**src/rtl/vga_timing_monitor.sv**
```systemverilog
// Reconstructs pixel/line position from VGA syncs, locks after clean frames, flags timing errors.
// Outputs update one Clk after each pixel tick; no backpressure (pure observer of Clk-synchronous video).
module vga_timing_monitor #(
    parameter int H_ACTIVE     = 640,
    parameter int H_TOTAL      = 800,
    parameter int H_SYNC_START = 656,
    parameter int V_ACTIVE     = 480,
    parameter int V_TOTAL      = 525,
    parameter int V_SYNC_START = 490,
    parameter int LOCK_FRAMES  = 2
) (
    input  logic        Clk,
    input  logic        Reset_n,
    input  logic        pixel_clk,
    input  logic        hs,
    input  logic        vs,
    input  logic        blank,
    input  logic        err_clr,
    output logic [9:0]  RxX,
    output logic [9:0]  RxY,
    output logic        locked,
    output logic        frame_tick,
    output logic [2:0]  err_flags,
    output logic [15:0] err_count
);
    localparam logic [9:0] H_LAST = 10'(H_TOTAL - 1);
    localparam logic [9:0] V_LAST = 10'(V_TOTAL - 1);
    localparam logic [9:0] H_SS   = 10'(H_SYNC_START);
    localparam logic [9:0] V_SS   = 10'(V_SYNC_START);
    localparam logic [9:0] H_ACT  = 10'(H_ACTIVE);
    localparam logic [9:0] V_ACT  = 10'(V_ACTIVE);
    localparam logic [7:0] LOCK_LAST = 8'(LOCK_FRAMES - 1);

    typedef enum logic [1:0] {UNLOCKED, ACQUIRE, LOCKED} state_t;

    state_t      state, state_nxt;
    logic        pclk_q, hs_q, vs_q;
    logic        tick, hs_fall, vs_fall, x_wrap, checking;
    logic [9:0]  x_inc, y_inc, y_adv, x_nxt, y_nxt;
    logic        line_err, frame_err, blank_err, err_any;
    logic [1:0]  n_err;
    logic [16:0] cnt_sum;
    logic [15:0] err_cnt_q;
    logic [7:0]  clean_cnt, clean_nxt;
    logic        dirty, dirty_nxt, first_vs, first_nxt;

    assign tick     = pixel_clk & ~pclk_q;
    assign hs_fall  = tick & hs_q & ~hs;
    assign vs_fall  = tick & vs_q & ~vs;
    assign x_wrap   = (RxX == H_LAST);
    assign x_inc    = x_wrap ? 10'd0 : RxX + 10'd1;
    assign y_inc    = (RxY == V_LAST) ? 10'd0 : RxY + 10'd1;
    // A sync-forced reload of RxX is not a wrap, so it never advances the line.
    assign y_adv    = (x_wrap && !hs_fall) ? y_inc : RxY;
    assign x_nxt    = hs_fall ? H_SS : x_inc;
    assign y_nxt    = vs_fall ? V_SS : y_adv;
    assign checking = (state != UNLOCKED);

    assign line_err  = hs_fall && checking && (x_inc != H_SS);
    assign frame_err = vs_fall && checking && !first_vs && (y_adv != V_SS);
    assign blank_err = tick && (state == LOCKED) &&
                       (blank != ((x_nxt < H_ACT) && (y_nxt < V_ACT)));
    assign err_any   = line_err | frame_err | blank_err;
    assign n_err     = {1'b0, line_err} + {1'b0, frame_err} + {1'b0, blank_err};
    assign cnt_sum   = {1'b0, err_cnt_q} + {15'd0, n_err};

    assign locked    = (state == LOCKED);
    assign err_count = err_cnt_q;

    always_comb begin
        state_nxt = state;
        clean_nxt = clean_cnt;
        dirty_nxt = dirty;
        first_nxt = first_vs;
        case (state)
            UNLOCKED: begin
                if (vs_fall) begin
                    state_nxt = ACQUIRE;
                    clean_nxt = 8'd0;
                    dirty_nxt = 1'b0;
                    first_nxt = 1'b1;
                end
            end
            ACQUIRE: begin
                // A frame counts as clean only if nothing went wrong between its two vs falls.
                if (vs_fall) begin
                    first_nxt = 1'b0;
                    dirty_nxt = 1'b0;
                    if (err_any || dirty) begin
                        clean_nxt = 8'd0;
                    end else if (clean_cnt == LOCK_LAST) begin
                        state_nxt = LOCKED;
                        clean_nxt = 8'd0;
                    end else begin
                        clean_nxt = clean_cnt + 8'd1;
                    end
                end else if (err_any) begin
                    clean_nxt = 8'd0;
                    dirty_nxt = 1'b1;
                end
            end
            LOCKED: begin
                if (err_any) begin
                    state_nxt = ACQUIRE;
                    clean_nxt = 8'd0;
                    dirty_nxt = !vs_fall;
                    first_nxt = 1'b1;
                end
            end
            default: state_nxt = UNLOCKED;
        endcase
    end

    always_ff @(posedge Clk or negedge Reset_n) begin
        if (!Reset_n) begin
            pclk_q     <= 1'b0;
            hs_q       <= 1'b1;
            vs_q       <= 1'b1;
            RxX        <= 10'd0;
            RxY        <= 10'd0;
            state      <= UNLOCKED;
            clean_cnt  <= 8'd0;
            dirty      <= 1'b0;
            first_vs   <= 1'b0;
            frame_tick <= 1'b0;
            err_flags  <= 3'd0;
            err_cnt_q  <= 16'd0;
        end else begin
            pclk_q     <= pixel_clk;
            frame_tick <= vs_fall;
            state      <= state_nxt;
            clean_cnt  <= clean_nxt;
            dirty      <= dirty_nxt;
            first_vs   <= first_nxt;
            if (tick) begin
                hs_q <= hs;
                vs_q <= vs;
                RxX  <= x_nxt;
                RxY  <= y_nxt;
            end
            if (err_clr) begin
                err_flags <= 3'd0;
                err_cnt_q <= 16'd0;
            end else if (err_any) begin
                err_flags <= err_flags | {frame_err, line_err, blank_err};
                err_cnt_q <= cnt_sum[16] ? 16'hFFFF : cnt_sum[15:0];
            end
        end
    end
endmodule
```
**config.mk**
```make
export PLATFORM = sky130hd
export DESIGN_NAME = vga_timing_monitor
export DESIGN_NICKNAME = d
export VERILOG_FILES = /design/src/rtl/vga_timing_monitor.sv
export SDC_FILE = /design/constraint.sdc
export NUM_CORES = 1
export LEC_CHECK = 0
export ABC_AREA = 1
export ABC_CLOCK_PERIOD_IN_PS = 4700
export CAP_MARGIN = 20
export CORE_MARGIN = 2
export CORE_UTILIZATION = 36
export DETAILED_ROUTE_END_ITERATION = 10
export DONT_BUFFER_PORTS = 1
export SKIP_CTS_REPAIR_TIMING = 1
export SLEW_MARGIN = 20
export SYNTH_ARGS = -nofsm -noshare
export SYNTH_HDL_FRONTEND = slang
export SYNTH_SLANG_ARGS = --single-unit
export TNS_END_PERCENT = 20
```
**constraint.sdc**
```tcl
create_clock -name Clk -period 4.7 [get_ports Clk]
set_input_delay 1.41 -clock Clk [delete_from_list [all_inputs] [get_ports Clk]]
set_output_delay 1.41 -clock Clk [all_outputs]
set_load 0.005 [all_outputs]
```
After elaboration in Yosys (flattened, before gate mapping)
Index checks and enable logic that the tools add are counted.
W data, S select, Z words.
{ "word_totals": {"ff_bits": 55, "in_bits": 7, "out_inout_bits": 41} }
{ "op_classes": {"bitwise_logic": 11, "n_lt_le_gt_ge": 2, "n_mux": 29, "n_addsub": 6, "eq_ne": 14, "reduce_logical": 21} }
{ "op_table": {"columns": ["operator", "n"], "rows": [
  ["$mux W10", 5],
  ["$mux W16", 3],
  ["$mux W8", 5],
  ["$pmux W8 S3", 1],
  ["$add A10 B1 Y10 const B", 2],
  ["$eq A10 B10 Y1 const B", 2],
  ["$add A16 B2 Y17", 1],
  ["$lt A10 B10 Y1 const B", 1],
  ["$lt A10 B9 Y1 const B", 1],
  ["$mux W2", 5],
  ["$ne A10 B10 Y1 const B", 1],
  ["$ne A10 B9 Y1 const B", 1],
  ["$logic_and A1 B1 Y1", 9],
  ["$add A8 B1 Y8 const B", 1],
  ["$eq A8 B1 Y1 const B", 1],
  ["$ne A2 B2 Y1 const B", 4],
  ["$reduce_and A4 Y1", 2],
  ["$mux W3", 2],
  ["$pmux W1 S3", 2],
  ["$pmux W2 S3", 1],
  ["$and A1 B1 Y1", 5],
  ["$mux W1", 5],
  ["$reduce_and A5 Y1", 1],
  ["$reduce_bool A2 Y1", 2],
  ["other kinds (15)", 20]
]} }

Logic depth before layout (Yosys ltp)
Gate-level depths: netlist of run 1.
{ "depth": {"word_depth": 17, "ltp_mapped": 30} }

Worst setup path after synthesis of run 1
No wires, ideal clock.
{ "synth_path": {"path_type": "in2reg", "start": "in pixel_clk", "end": "reg err_cnt_q[15] (netlist: err_count[15])", "setup_time_ns": 0.074, "arrival_ns": 4.737, "path_slack_ns": -0.110, "stages": 26, "path_cell_list": "nand2_1 > nor2_1 > nand2_1 > nand3_1 > buf_6 > nand2_1 > nand2_1 > nand2_1 > nor2_1 > nand3_1 > nand3_2 > inv_1 > fa_1 > ha_1 > fa_1 > nand3_1 > nor3_1 > nand2_1 > nor2_1 > nand3_1 > inv_1 > clkbuf_1 > a21oi_1 > o21ai_0 > nand3_1 > o21ai_2"} }
{ "synth_via": {"elab_chain_cells": 16, "elab_cells_between_ends": 31} }
{ "synth_rtl": {"columns": ["item", "line_no", "rtl"], "rows": [
  ["from (decl)", "14", "input logic pixel_clk,"],
  ["$and A1 B1 Y1 *", "47", "assign tick = pixel_clk & ~pclk_q;"],
  ["$and A1 B1 Y1 (2 in a row)", "48", "assign hs_fall = tick & hs_q & ~hs;"],
  ["$logic_not A1 Y1", "54", "assign y_adv = (x_wrap && !hs_fall) ? y_inc : RxY;"],
  ["$logic_and A1 B1 Y1", "54", null],
  ["$mux W10", "54", null],
  ["$mux W10", "56", "assign y_nxt = vs_fall ? V_SS : y_adv;"],
  ["$lt A10 B9 Y1", "62", "(blank != ((x_nxt < H_ACT) && (y_nxt < V_ACT)));"],
  ["$logic_and A1 B1 Y1", "62", null],
  ["$ne A1 B1 Y1", "62", null],
  ["$logic_and A1 B1 Y1", "61", "assign blank_err = tick && (state == LOCKED) &&"],
  ["$add A2 B1 Y2", "64", "assign n_err = {1'b0, line_err} + {1'b0, frame_err} + {1'b0, blank_err};"],
  ["$add A16 B2 Y17", "65", "assign cnt_sum = {1'b0, err_cnt_q} + {15'd0, n_err};"],
  ["$mux W16", "146", "err_cnt_q <= cnt_sum[16] ? 16'hFFFF : cnt_sum[15:0];"],
  ["$mux W16", "144", "end else if (err_any) begin"],
  ["$mux W16", "141", "if (err_clr) begin"],
  ["to (signal assigned)", "146", null],
  ["to (decl)", "43", "logic [15:0] err_cnt_q;"]
]} }
Every way passes the cells marked *; elsewhere a longest branch is shown, timed or not. The select of a mux whose other input is x is not followed.
A chain may end at the register's enable or synchronous reset.

Final worst setup path of run 1
Same ends and word-level chain as after synthesis.

==> results of run 1 <==
## logic make-up (layout without fill, tap and decap cells)
logic type               after synthesis  count (layout)
AND/OR/NAND/NOR                      295             295
AO/OA/AOI/OAI                         71              71
flip-flops                            55              55
buffers and inverters                 85             109
adder cells (fa/ha/maj)               13              13
XOR/XNOR                              13              13
## state kept, by name (all words and copies together), names as in the netlist, 2 cells and up
signal and cells:
RxY 10, state 2, clean_cnt 8, RxX 10
err_count 16, err_flags 3
## how the worst max path moves through the flow
stage | to | slack, ns | startpoint
final | err_count[15] | 0.31 | pixel_clk
after global routing | err_count[15] | -0.02 | pixel_clk
after CTS | err_count[15] | 0.22 | pixel_clk
after detailed placement | err_count[15] | -0.10 | pixel_clk
after global placement | err_count[5] | -0.02 | pixel_clk
after floorplan | err_count[15] | 0.03 | pixel_clk
## worst register-to-register path: stages, from the launching register on
cell and delay, ns:
sky130_fd_sc_hd__dfrtp_1 0.52, sky130_fd_sc_hd__ha_1 0.25, sky130_fd_sc_hd__nand2_2 0.08, sky130_fd_sc_hd__nor2_1 0.13, sky130_fd_sc_hd__nand3_2 0.22, sky130_fd_sc_hd__nor2_4 0.25, sky130_fd_sc_hd__nand2_1 0.08, sky130_fd_sc_hd__nand2_1 0.10
sky130_fd_sc_hd__nand2_1 0.06, sky130_fd_sc_hd__nor2_1 0.11, sky130_fd_sc_hd__nand3_1 0.10, sky130_fd_sc_hd__nand3_2 0.09, sky130_fd_sc_hd__inv_1 0.06, sky130_fd_sc_hd__fa_1 0.41, sky130_fd_sc_hd__ha_1 0.30, sky130_fd_sc_hd__a21oi_1 0.06
sky130_fd_sc_hd__nor2_1 0.11, sky130_fd_sc_hd__and3_1 0.22, sky130_fd_sc_hd__nand3_2 0.11, sky130_fd_sc_hd__nor2_2 0.16, sky130_fd_sc_hd__inv_1 0.08, sky130_fd_sc_hd__nor3_2 0.14, sky130_fd_sc_hd__nand2_1 0.09, sky130_fd_sc_hd__a21oi_1 0.13
sky130_fd_sc_hd__o21ai_0 0.11, sky130_fd_sc_hd__nand3_1 0.10, sky130_fd_sc_hd__o21ai_2 0.06
## cell usage in the layout, fill, tap and decap left out, types with 2 or more instances in the layout
cell type                     n
sky130_fd_sc_hd__or2_2        2
sky130_fd_sc_hd__nand2_1    150
sky130_fd_sc_hd__ha_1        10
sky130_fd_sc_hd__bufinv_16    2
sky130_fd_sc_hd__dfstp_2      2
sky130_fd_sc_hd__o22ai_2      6
sky130_fd_sc_hd__xnor2_1      2
sky130_fd_sc_hd__o21ai_1      2
sky130_fd_sc_hd__nand2_2      8
sky130_fd_sc_hd__dfrtp_1     53
sky130_fd_sc_hd__a21oi_4      2
sky130_fd_sc_hd__xor2_1      11
sky130_fd_sc_hd__nor4_1       4
sky130_fd_sc_hd__o22ai_1     14
sky130_fd_sc_hd__nor3_1       6
sky130_fd_sc_hd__nand3_1     28
sky130_fd_sc_hd__nor2_1      64
sky130_fd_sc_hd__inv_1       73
sky130_fd_sc_hd__nand3b_1     2
sky130_fd_sc_hd__nor2_2       4
sky130_fd_sc_hd__clkbuf_8     5
sky130_fd_sc_hd__clkinv_1     2
sky130_fd_sc_hd__nor3_2       2
sky130_fd_sc_hd__buf_4       23
sky130_fd_sc_hd__nor2_4       3
sky130_fd_sc_hd__a21oi_1     16
sky130_fd_sc_hd__nand4_1     10
sky130_fd_sc_hd__o21ai_0     21
sky130_fd_sc_hd__o21ai_2      5
sky130_fd_sc_hd__nand3_2      8
sky130_fd_sc_hd__o211ai_1     3
## power breakdown
part	switching (mW)	internal [mW]
Clock	0.160	0.213
Combinational	0.320	0.177
Sequential	0.0960	0.534
Total	0.577	0.924
## stage by stage
stage	setup slack, ns	hold slack [ns]	power, mW	std cells
after floorplan	0.0257	0.453	1.00	532
after global placement	-0.0192	0.474	1.13	680
after detailed placement	-0.104	0.489	1.14	680
after CTS	0.222	0.511	1.52	688
after global routing	-0.0190	0.546	1.62	692
final	0.309	0.503	1.50	692
## layout make-up
| cell class | count | area (um2) |
|---|---|---|
| flip-flops and latches | 55 | 1380 |
| inverters | 77 | 293 |
| well taps | 136 | 170 |
| clock buffers | 6 | 72.6 |
| clock inverters | 2 | 60.1 |
| repair inverters | 1 | 5.00 |
| fillers | 1073 | 6030 |
| multi-input cells | 392 | 2100 |
| repair buffers | 23 | 173 |
## metal layers
| layer | share of wire (%) | vias up |
|---|---|---|
| li1 | - | 1755 |
| met1 | 47 | 1624 |
| met2 | 47 | 79 |
| met3 | 5.2 | 8 |
| met4 | 0.98 | 0 |
| met5 | 0 | - |
==> impl_results.md, run 1 <==
- Synth Area in Simple Gates: 34.2%
- Actual transition at the worst max-transition pin: 0.605 ns
- FP Rows: 37
- Nets in the synthesized netlist: 552
- Cell with the largest stage delay on the worst path: sky130_fd_sc_hd__fa_1
- Detailed-route DRC error count: 0
- Clk_lat worst skew: 0.31 ns
- Gate count after technology mapping: ~530
- Starting density of the core: between 30% and 40%
- Global-route total usage across every layer: roughly 17%
- Most Frequent Cell on Critical Path: sky130_fd_sc_hd__nand2_1
- Clk sinks: 55
- Synth Warn #: 0
- Core region area: around 10000 um2
- Synth top area cells: sky130_fd_sc_hd__dfrtp_1 (35%), sky130_fd_sc_hd__nand2_1 (15%), sky130_fd_sc_hd__inv_1 (7.3%), sky130_fd_sc_hd__nor2_1 (6.6%), sky130_fd_sc_hd__nand3_1 (4.2%)
- Fraction of layout cells with a size suffix above 1: 14.0%
- Maximum fanout encountered on the critical timing path: 8
- Number of port buffers: 0
- Worst hold path depth: 2
- Syn-to-layout area delta: 12.4%
- Number of unique standard cell types used by synthesis: 38
- Async set-or-reset flop fraction in the synthesized netlist: 100%
- Predominant post-synthesis flop cell: sky130_fd_sc_hd__dfrtp_1
- Die W: 106 um
- Final core utilization: 41.4%
- Adder-cell share of the synthesized area: 4.70%
- Number of buffers on the longest clock path: 2
- Post-synth top area share: 35.1%
- Highest Clock Rate: 228 MHz
- Total Die Area: 11300 um2
- Kind of critical path: in2reg
- Synthesized-area fraction occupied by xor and xnor cells: 3.01%
- Logic depth of the worst path, buffers included: 26
- Sum of routed wire length over all layers: 9.26 mm
- Post-detailed-placement cell area: 4060 um2
- Post-layout minimum cycle time: 4.39 ns
- Worst path max stage delay: 0.41 ns
- Final Hold Vio Count: 0
- Setup clock skew after layout: roughly 0.017 ns
- Setup total negative slack: 0 ns
- Sequential cell area fraction in the yosys report: 36.5%
- Met1 track demand over resource: 21.7%
- Area of all placed cells without fillers: 4250 um2
- Setup slack, reg-to-reg: ~0.45 ns
- Result of the run: completed
- Number of buffer and inverter stages on the critical path: 3
- Via Count: 3466
- Maximum ir drop on the vdd rail: 0.223 mV
- Worst hold path type: reg2reg
- Crit end category: flop
- Critical path data required time: 4.89 ns
- Compound-cell area share of the yosys netlist: 12.5%
- Post-synth design cell area: 3780 um2
- CTS tree: built
- Busiest layer in global routing: met2
- Final setup viols: 0
- Number of nets still failing antenna checks after routing: 0
- Inserted Diodes: 0
- Headroom to the max-slew limit: 59.5%
- Dominant combinational cell family by area after synthesis: simple AND/OR/NAND/NOR gates
- Hold Path End: dirty
- Pin count of the biggest net entering global routing: 56
- Post-detail-place hpwl: 6.79 mm
- Mux cell area share after synthesis: 0%
- M2 GR Usage: 28.2%
- WP data arrival: 4.58 ns
- Clock root buffer: sky130_fd_sc_hd__clkbuf_8
- Met3 track utilization from global routing: between 3 and 4%
- Startpoint type of the worst setup path: input port
- Count of pins on the block boundary: between 40 and 50
- Drt initial violations: 207
- Most area-hungry cell type in the Yosys netlist: sky130_fd_sc_hd__dfrtp_1
- Register-to-Register Path Depth: 26
- Ratio of final minimum period to clock period: between 90 and 100%
- Wirelength per Cell: 13.4 um
- Average cell area after synthesis: 7.11 um2
- Die Y: 106 um
- Number of buffers added by the clock tree synthesis step: 5
- Total of flip-flops plus latches after synthesis: 55
- Number of antenna violations at the first check in global routing: 0
- Wire length of the first global-routing pass: approximately 16 mm
- Capture point of the worst reg-to-reg path: err_count[15]
- Placer Congestion: 0.896
- Global route overflow: 0
- Via count of the first global-routing pass: 3463
- Leakage: around 2 nW
- Count of flip-flops with a built-in enable after synthesis: 0
- P per Cell Area: 353 nW/um2
- Detailed-routing iteration count for the pre-antenna-repair pass: 5
- Clock slew at the register clock pins of the worst setup and hold paths: 0.09 ns
- Leading cell types by count after synthesis: sky130_fd_sc_hd__nand2_1 (150), sky130_fd_sc_hd__inv_1 (74), sky130_fd_sc_hd__nor2_1 (66)
- Max-capacitance violation count: 0
- Pins Over Slew Limit: 0
- Net count of the finished layout: 575
- Vias per std cell: 5.01
- CP top delay family: simple AND/OR/NAND/NOR gates
- Worst min-delay path startpoint: dirty
- Most used standard cell by instance count after synthesis: sky130_fd_sc_hd__nand2_1
- H-tree level count: 2
- Startpoint of the worst-slack reg-to-reg timing path: RxX[0]
No activity file was read; power rests on OpenSTA's default activity.
==> run 2: changes to the inputs <==
Settings changed: ABC_CLOCK_PERIOD_IN_PS 4700 to 4900, RECOVER_POWER from default to 25.
Clock period 4.7 ns to 4.9 ns, I/O delays scaled along.
==> run 2 against run 1 <==
  * Power down 7.2%
  * Non-clock buffer count is 6 lower
  * Core utilization fell by 0.68 points
  * Sequential power is 4.0% lower
  * Global-route usage fell by 0.063 points
  * Combinational power down 5.4%
  * Cell count shrank 1.0%
  * Clock skew down 0.011 ns
  * Largest cell class unchanged
  * Highest routed layer unchanged
==> impl_results.md, run 2 (synthesis gave the netlist of run 1 again) <==
- Final Hold Vio Count: 0
- CTS tree: built
- Number of port buffers: 0
- Global route overflow: 0
- Actual transition at the worst max-transition pin: 0.599 ns
- Die Y: 106 um
- Net count of the finished layout: 568
- Post-detail-place hpwl: 6.83 mm
- Inserted Diodes: 0
- Die W: around 110 um
- Vias per std cell: 5.05
- Worst hold path type: reg2reg
- Setup repair after global routing missed its margin: no
- Clock slew at the register clock pins of the worst setup and hold paths: 0.10 ns
- Clk sinks: 55
- Syn-to-layout area delta: 10.6%
- Detailed-route DRC error count: 0
- Number of buffers added by the clock tree synthesis step: 5
- Starting density of the core: 36.8%
- Count of pins on the block boundary: 48
- Number of buffers on the longest clock path: 2
- Most frequent cells in the layout: sky130_fd_sc_hd__nand2_1 (150), sky130_fd_sc_hd__inv_1 (73), sky130_fd_sc_hd__nor2_1 (65)
- Via Count: 3456
- Post-layout minimum cycle time: roughly 4.5 ns
- Setup slack, reg-to-reg: 0.61 ns
- Critical path data required time: between 5 and 6 ns
- Kind of critical path: in2reg
- Core region area: 10300 um2
- Result of the run: completed
- Total Die Area: 11300 um2
- Highest Clock Rate: roughly 220 MHz
- Total met2 wirelength after detailed routing: 4.52 mm
- Capture point of the worst reg-to-reg path: err_count[4]
- Headroom to the max-slew limit: 59.8%
- Sum of routed wire length over all layers: 9.19 mm
- Wire length of the first global-routing pass: 15.5 mm
- H-tree level count: 2
- Via count of the first global-routing pass: 3285
- Area of all placed cells without fillers: 4180 um2
- Fraction of layout cells with a size suffix above 1: 12.2%
- Number of antenna violations at the first check in global routing: 0
- Drt initial violations: 173
- Number of nets still failing antenna checks after routing: 0
- Highest routed layer: met4
- Register-to-Register Path Depth: 25
- Clk_lat worst skew: 0.31 ns
- Startpoint of the worst-slack reg-to-reg timing path: RxX[0]
- Post-detailed-placement cell area: 4010 um2
- Non-filler cells, final: 685
- Wirelength per Cell: around 13 um
- Pin count of the biggest net entering global routing: 56
- Placer Congestion: around 0.84
- WP data arrival: 4.74 ns
- Crit end category: flop
- Most common library cell in the layout ignoring fill and taps: sky130_fd_sc_hd__nand2_1
- P per Cell Area: 333 nW/um2
- Flip-flop count of the largest register after layout: 16
- Max-capacitance violation count: 0
- Pins Over Slew Limit: 0
- Detailed-routing iteration count for the pre-antenna-repair pass: 6
- Startpoint type of the worst setup path: input port
- Detailed-routing wirelength on met1: just over 4 mm
- Overall Power: 1.39 mW
- Clock root buffer: sky130_fd_sc_hd__clkbuf_8
- Ratio of final minimum period to clock period: 92.7%
- Leakage: 2.02 nW
- Maximum fanout encountered on the critical timing path: 8
- Worst min-delay path startpoint: dirty
- Setup clock skew after layout: 0.00633 ns
- Maximum ir drop on the vdd rail: 0.131 mV
- Routed length on met3: 550 um
- Global-route total usage across every layer: 16.7%
- Hold Path End: dirty
- Cell Count Post-Placement: 675
- Final setup viols: 0
- Final core utilization: 40.7%
- Worst hold path depth: 2
- FP Rows: 37
==> run 2: cell count changes in the layout (fill, tap and decap cells not counted), sizes merged <==
| cell | previous run | this run |
|---|---|---|
| clkinvlp | 2 | 1 |
| bufinv | 2 | 1 |
| clkinv | 2 | 3 |
| buf | 23 | 17 |
==> run 2: layout make-up <==
type                    count  area (um2)
inverters                  77         293
fillers                  1063        6100
multi-input cells         392        2080
clock buffers               6        82.6
well taps                 136         170
repair buffers             17         140
clock inverters             2        35.0
flip-flops and latches     55        1380
==> run 2: layer usage <==
layer / vias up / GRT usage, %
met3: 5 / 3.92
met4: 0 / 4.17
met5: - / 0
met2: 71 / 28.9
li1: 1744 / -
met1: 1636 / 20.9
==> run 2: worst max-delay path by stage <==
stage,start,end,cells after the start
2_1_floorplan,pixel_clk,err_count[15],26
3_3_place_gp,pixel_clk,err_count[5],26
3_5_place_dp,pixel_clk,err_count[15],26
4_1_cts,pixel_clk,err_count[5],26
5_1_grt,pixel_clk,err_count[15],28
6_report,pixel_clk,err_count[4],25
==> run 2: per-stage QoR <==
stage | setup slack, ns | hold WS, ns | setup TNS, ns
2_1_floorplan | 0.0296 | 0.453 | 0
4_1_cts | 0.261 | 0.502 | 0
3_5_place_dp | -0.0361 | 0.478 | -0.0769
6_report | 0.360 | 0.498 | 0
3_3_place_gp | -0.00472 | 0.477 | -0.00472
5_1_grt | 0.0581 | 0.540 | 0
==> run 2: where the power goes <==
part,switching (mW),internal [mW]
clock,0.152,0.166
sequential,0.0928,0.512
combinational,0.307,0.163
==> run 2: worst max-delay path, cell delays in order <==
cell	delay (ns)
sky130_fd_sc_hd__nand2_1	0.07
sky130_fd_sc_hd__nor2_1	0.05
sky130_fd_sc_hd__nand2_1	0.14
sky130_fd_sc_hd__inv_1	0.11
sky130_fd_sc_hd__nor2_4	0.17
sky130_fd_sc_hd__nand2_1	0.10
sky130_fd_sc_hd__nand2_2	0.09
sky130_fd_sc_hd__nand2_1	0.06
sky130_fd_sc_hd__inv_1	0.05
sky130_fd_sc_hd__nand2_1	0.06
sky130_fd_sc_hd__nand3_1	0.10
sky130_fd_sc_hd__nand3_2	0.09
sky130_fd_sc_hd__inv_1	0.09
sky130_fd_sc_hd__fa_1	0.42
sky130_fd_sc_hd__ha_1	0.23
sky130_fd_sc_hd__fa_1	0.41
sky130_fd_sc_hd__nand3_1	0.14
sky130_fd_sc_hd__nor3_2	0.06
sky130_fd_sc_hd__nand2_1	0.08
sky130_fd_sc_hd__nor2_1	0.07
sky130_fd_sc_hd__nand3_2	0.10
sky130_fd_sc_hd__clkinvlp_4	0.16
sky130_fd_sc_hd__buf_12	0.16
sky130_fd_sc_hd__o211ai_1	0.20
sky130_fd_sc_hd__o21ai_2	0.07
==> run 3: changes to the inputs <==
Settings changed: ABC_CLOCK_PERIOD_IN_PS 4900 to 5300, CORE_UTILIZATION 36 to 54, PLACE_DENSITY from default to 0.69.
Clock period 4.9 ns to 5.3 ns, I/O delays scaled along.
==> run 3 against run 2 <==
  * Clock-buffer cell count unchanged
  * Hold slack got worse by 0.0026 ns
  * Final area decreased by 3.7%
  * Sequential share of layout area increased by 1.3 points
  * Flip-flop and latch count unchanged
  * Sequential power decreased by 8.4%
  * Critical path depth increased by 2
  * Non-clock buffer count decreased by 12
  * Via count decreased by 2.2%
  * Core utilization increased by 19 points
  * Critical path type unchanged
  * Critical endpoint is now err_count[5]
==> impl_results.md, run 3 (synthesis gave the netlist of run 1 again) <==
- Overall Power: 1.28 mW
- Most common library cell in the layout ignoring fill and taps: sky130_fd_sc_hd__nand2_1
- Clock slew at the register clock pins of the worst setup and hold paths: ~0.10 ns
- Pins Over Slew Limit: 0
- Net count of the finished layout: between 500 and 600
- Final setup viols: 0
- Area occupied by multi-input gates: between 2000 and 2500 um2
- Starting density of the core: 55.6%
- WP data arrival: 5.02 ns
- Sum of routed wire length over all layers: 8.48 mm
- Setup total negative slack: 0 ns
- Via count of the first global-routing pass: 3141
- Headroom to the max-slew limit: 60.0%
- Register cell area after layout: ~1400 um2
- Startpoint type of the worst setup path: input port
- Maximum ir drop on the vdd rail: 0.179 mV
- Pin count of the biggest net entering global routing: 56
- Core region area: 6790 um2
- Number of buffers on the longest clock path: 2
- Register-to-Register Path Depth: 27
- CTS tree: built
- Syn-to-layout area delta: 6.45%
- Wire length of the first global-routing pass: 14.2 mm
- Clock root buffer: sky130_fd_sc_hd__clkbuf_8
- Global route overflow: 0
- Leakage: 1.97 nW
- Filler instances: 632
- Via Count: 3379
- Clk sinks: 55
- Drt initial violations: about 160
- Worst min-delay path startpoint: dirty
- Number of port buffers: 0
- Number of nets still failing antenna checks after routing: 0
- Hold Path End: dirty
- Max-capacitance violation count: 0
- Final worst hold slack: 0.495 ns
- Critical path data required time: 5.54 ns
- Most frequent cells in the layout: sky130_fd_sc_hd__nand2_1 (150), sky130_fd_sc_hd__inv_1 (73), sky130_fd_sc_hd__nor2_1 (66)
- FP Rows: 30
- Die W: 87.7 um
- Result of the run: completed
- Detailed-routing iteration count for the pre-antenna-repair pass: 6
- Final core utilization: 59.2%
- Number of antenna violations at the first check in global routing: 0
- Global-route total usage across every layer: 22.9%
- Crit end category: flop
- Final Hold Vio Count: 0
- P per Cell Area: 318 nW/um2
- Total Die Area: about 7700 um2
- Post-detail-place hpwl: 6.17 mm
- Vias per std cell: 5.34
- Placer Congestion: approximately 0.90
- Setup slack, reg-to-reg: 1.00 ns
- Startpoint of the worst-slack reg-to-reg timing path: RxX[0]
- Count of pins on the block boundary: 48
- Capture point of the worst reg-to-reg path: err_count[5]
- Post-layout minimum cycle time: between 4 and 5 ns
- Worst hold path depth: 2
- Kind of critical path: in2reg
- Highest Clock Rate: 209 MHz
- Actual transition at the worst max-transition pin: 0.597 ns
- Inserted Diodes: 0
- Wirelength per Cell: 13.4 um
- Clk_lat worst skew: 0.31 ns
- Flip-flop count of the largest register after layout: 16
- Maximum fanout encountered on the critical timing path: 11
- Number of buffers added by the clock tree synthesis step: 5
- Worst hold path type: reg2reg
- Fraction of layout cells with a size suffix above 1: 10.1%
- H-tree level count: 2
- Setup repair after global routing missed its margin: no
- Setup clock skew after layout: 0.0127 ns
- Die Y: about 88 um
- Ratio of final minimum period to clock period: 90.3%
- Detailed-route DRC error count: 0
==> run 3: cell types whose count changed in the layout (fill, tap and decap cells not counted) <==
cell / before / now
sky130_fd_sc_hd__inv_4: 0 / 1
sky130_fd_sc_hd__nor2_2: 3 / 2
sky130_fd_sc_hd__clkinvlp_4: 1 / 0
sky130_fd_sc_hd__buf_12: 1 / 0
sky130_fd_sc_hd__nor2_1: 65 / 66
sky130_fd_sc_hd__buf_4: 16 / 5
==> run 3: layout make-up <==
class,count,share of cell area (%)
inverters,77,7.25
clock buffers,6,2.05
flip-flops and latches,55,34.3
well taps,96,2.99
clock inverters,2,0.871
repair buffers,5,0.933
multi-input cells,392,51.6
==> run 3: how the worst max path moves through the flow <==
stage | from | end | cells past startpoint
6_report | pixel_clk | err_count[5] | 27
5_1_grt | pixel_clk | err_count[5] | 27
4_1_cts | pixel_clk | err_count[5] | 26
3_5_place_dp | pixel_clk | err_count[5] | 26
3_3_place_gp | pixel_clk | err_count[5] | 26
2_1_floorplan | pixel_clk | err_count[15] | 26
==> run 3: per-stage QoR <==
step / area, um2 / std cells / worst slack (ns)
6_report: 4020 / 633 / 0.515
5_1_grt: 4020 / 633 / 0.0182
4_1_cts: 4000 / 633 / 0.330
3_5_place_dp: 3880 / 625 / 0.0360
3_3_place_gp: 3880 / 625 / 0.161
2_1_floorplan: 3780 / 532 / 0.310
==> run 3: report_power, final <==
group	total, mW	internal, mW	switching (mW)
registers	0.554	0.473	0.0802
clock network	0.296	0.153	0.143
logic	0.431	0.148	0.283
total	1.28	0.775	0.506
==> run 3: critical path, cell delays in order <==
cell and delay, ns:
sky130_fd_sc_hd__nand2_1 0.06, sky130_fd_sc_hd__nor2_1 0.05, sky130_fd_sc_hd__nand2_1 0.14, sky130_fd_sc_hd__inv_1 0.13
sky130_fd_sc_hd__nor2_4 0.20, sky130_fd_sc_hd__nand2_1 0.09, sky130_fd_sc_hd__nand2_1 0.11, sky130_fd_sc_hd__nand2_1 0.07
sky130_fd_sc_hd__inv_1 0.05, sky130_fd_sc_hd__nand2_1 0.06, sky130_fd_sc_hd__nand2_1 0.06, sky130_fd_sc_hd__nand2_1 0.05
sky130_fd_sc_hd__nand3_2 0.06, sky130_fd_sc_hd__inv_1 0.06, sky130_fd_sc_hd__fa_1 0.49, sky130_fd_sc_hd__ha_1 0.19
sky130_fd_sc_hd__fa_1 0.22, sky130_fd_sc_hd__nand3_1 0.16, sky130_fd_sc_hd__nor3_2 0.22, sky130_fd_sc_hd__nand2_1 0.09
sky130_fd_sc_hd__nor2_1 0.20, sky130_fd_sc_hd__nand3_2 0.19, sky130_fd_sc_hd__inv_4 0.16, sky130_fd_sc_hd__a21oi_1 0.06
sky130_fd_sc_hd__o21ai_0 0.09, sky130_fd_sc_hd__nand3_1 0.11, sky130_fd_sc_hd__o21ai_2 0.06
==> run 3: per-layer routing <==
| layer | vias to the layer above | track usage [%] | routed length [um] | part of all wire [%] |
|---|---|---|---|---|
| met4 | 0 | 5.03 | 38 | 0.45 |
| met2 | 93 | 37.8 | 4030 | 48 |
| met1 | 1564 | 31.5 | 3970 | 47 |
| li1 | 1718 | - | - | - |
| met5 | - | 0 | 0 | 0 |
| met3 | 4 | 4.43 | 442 | 5.2 |
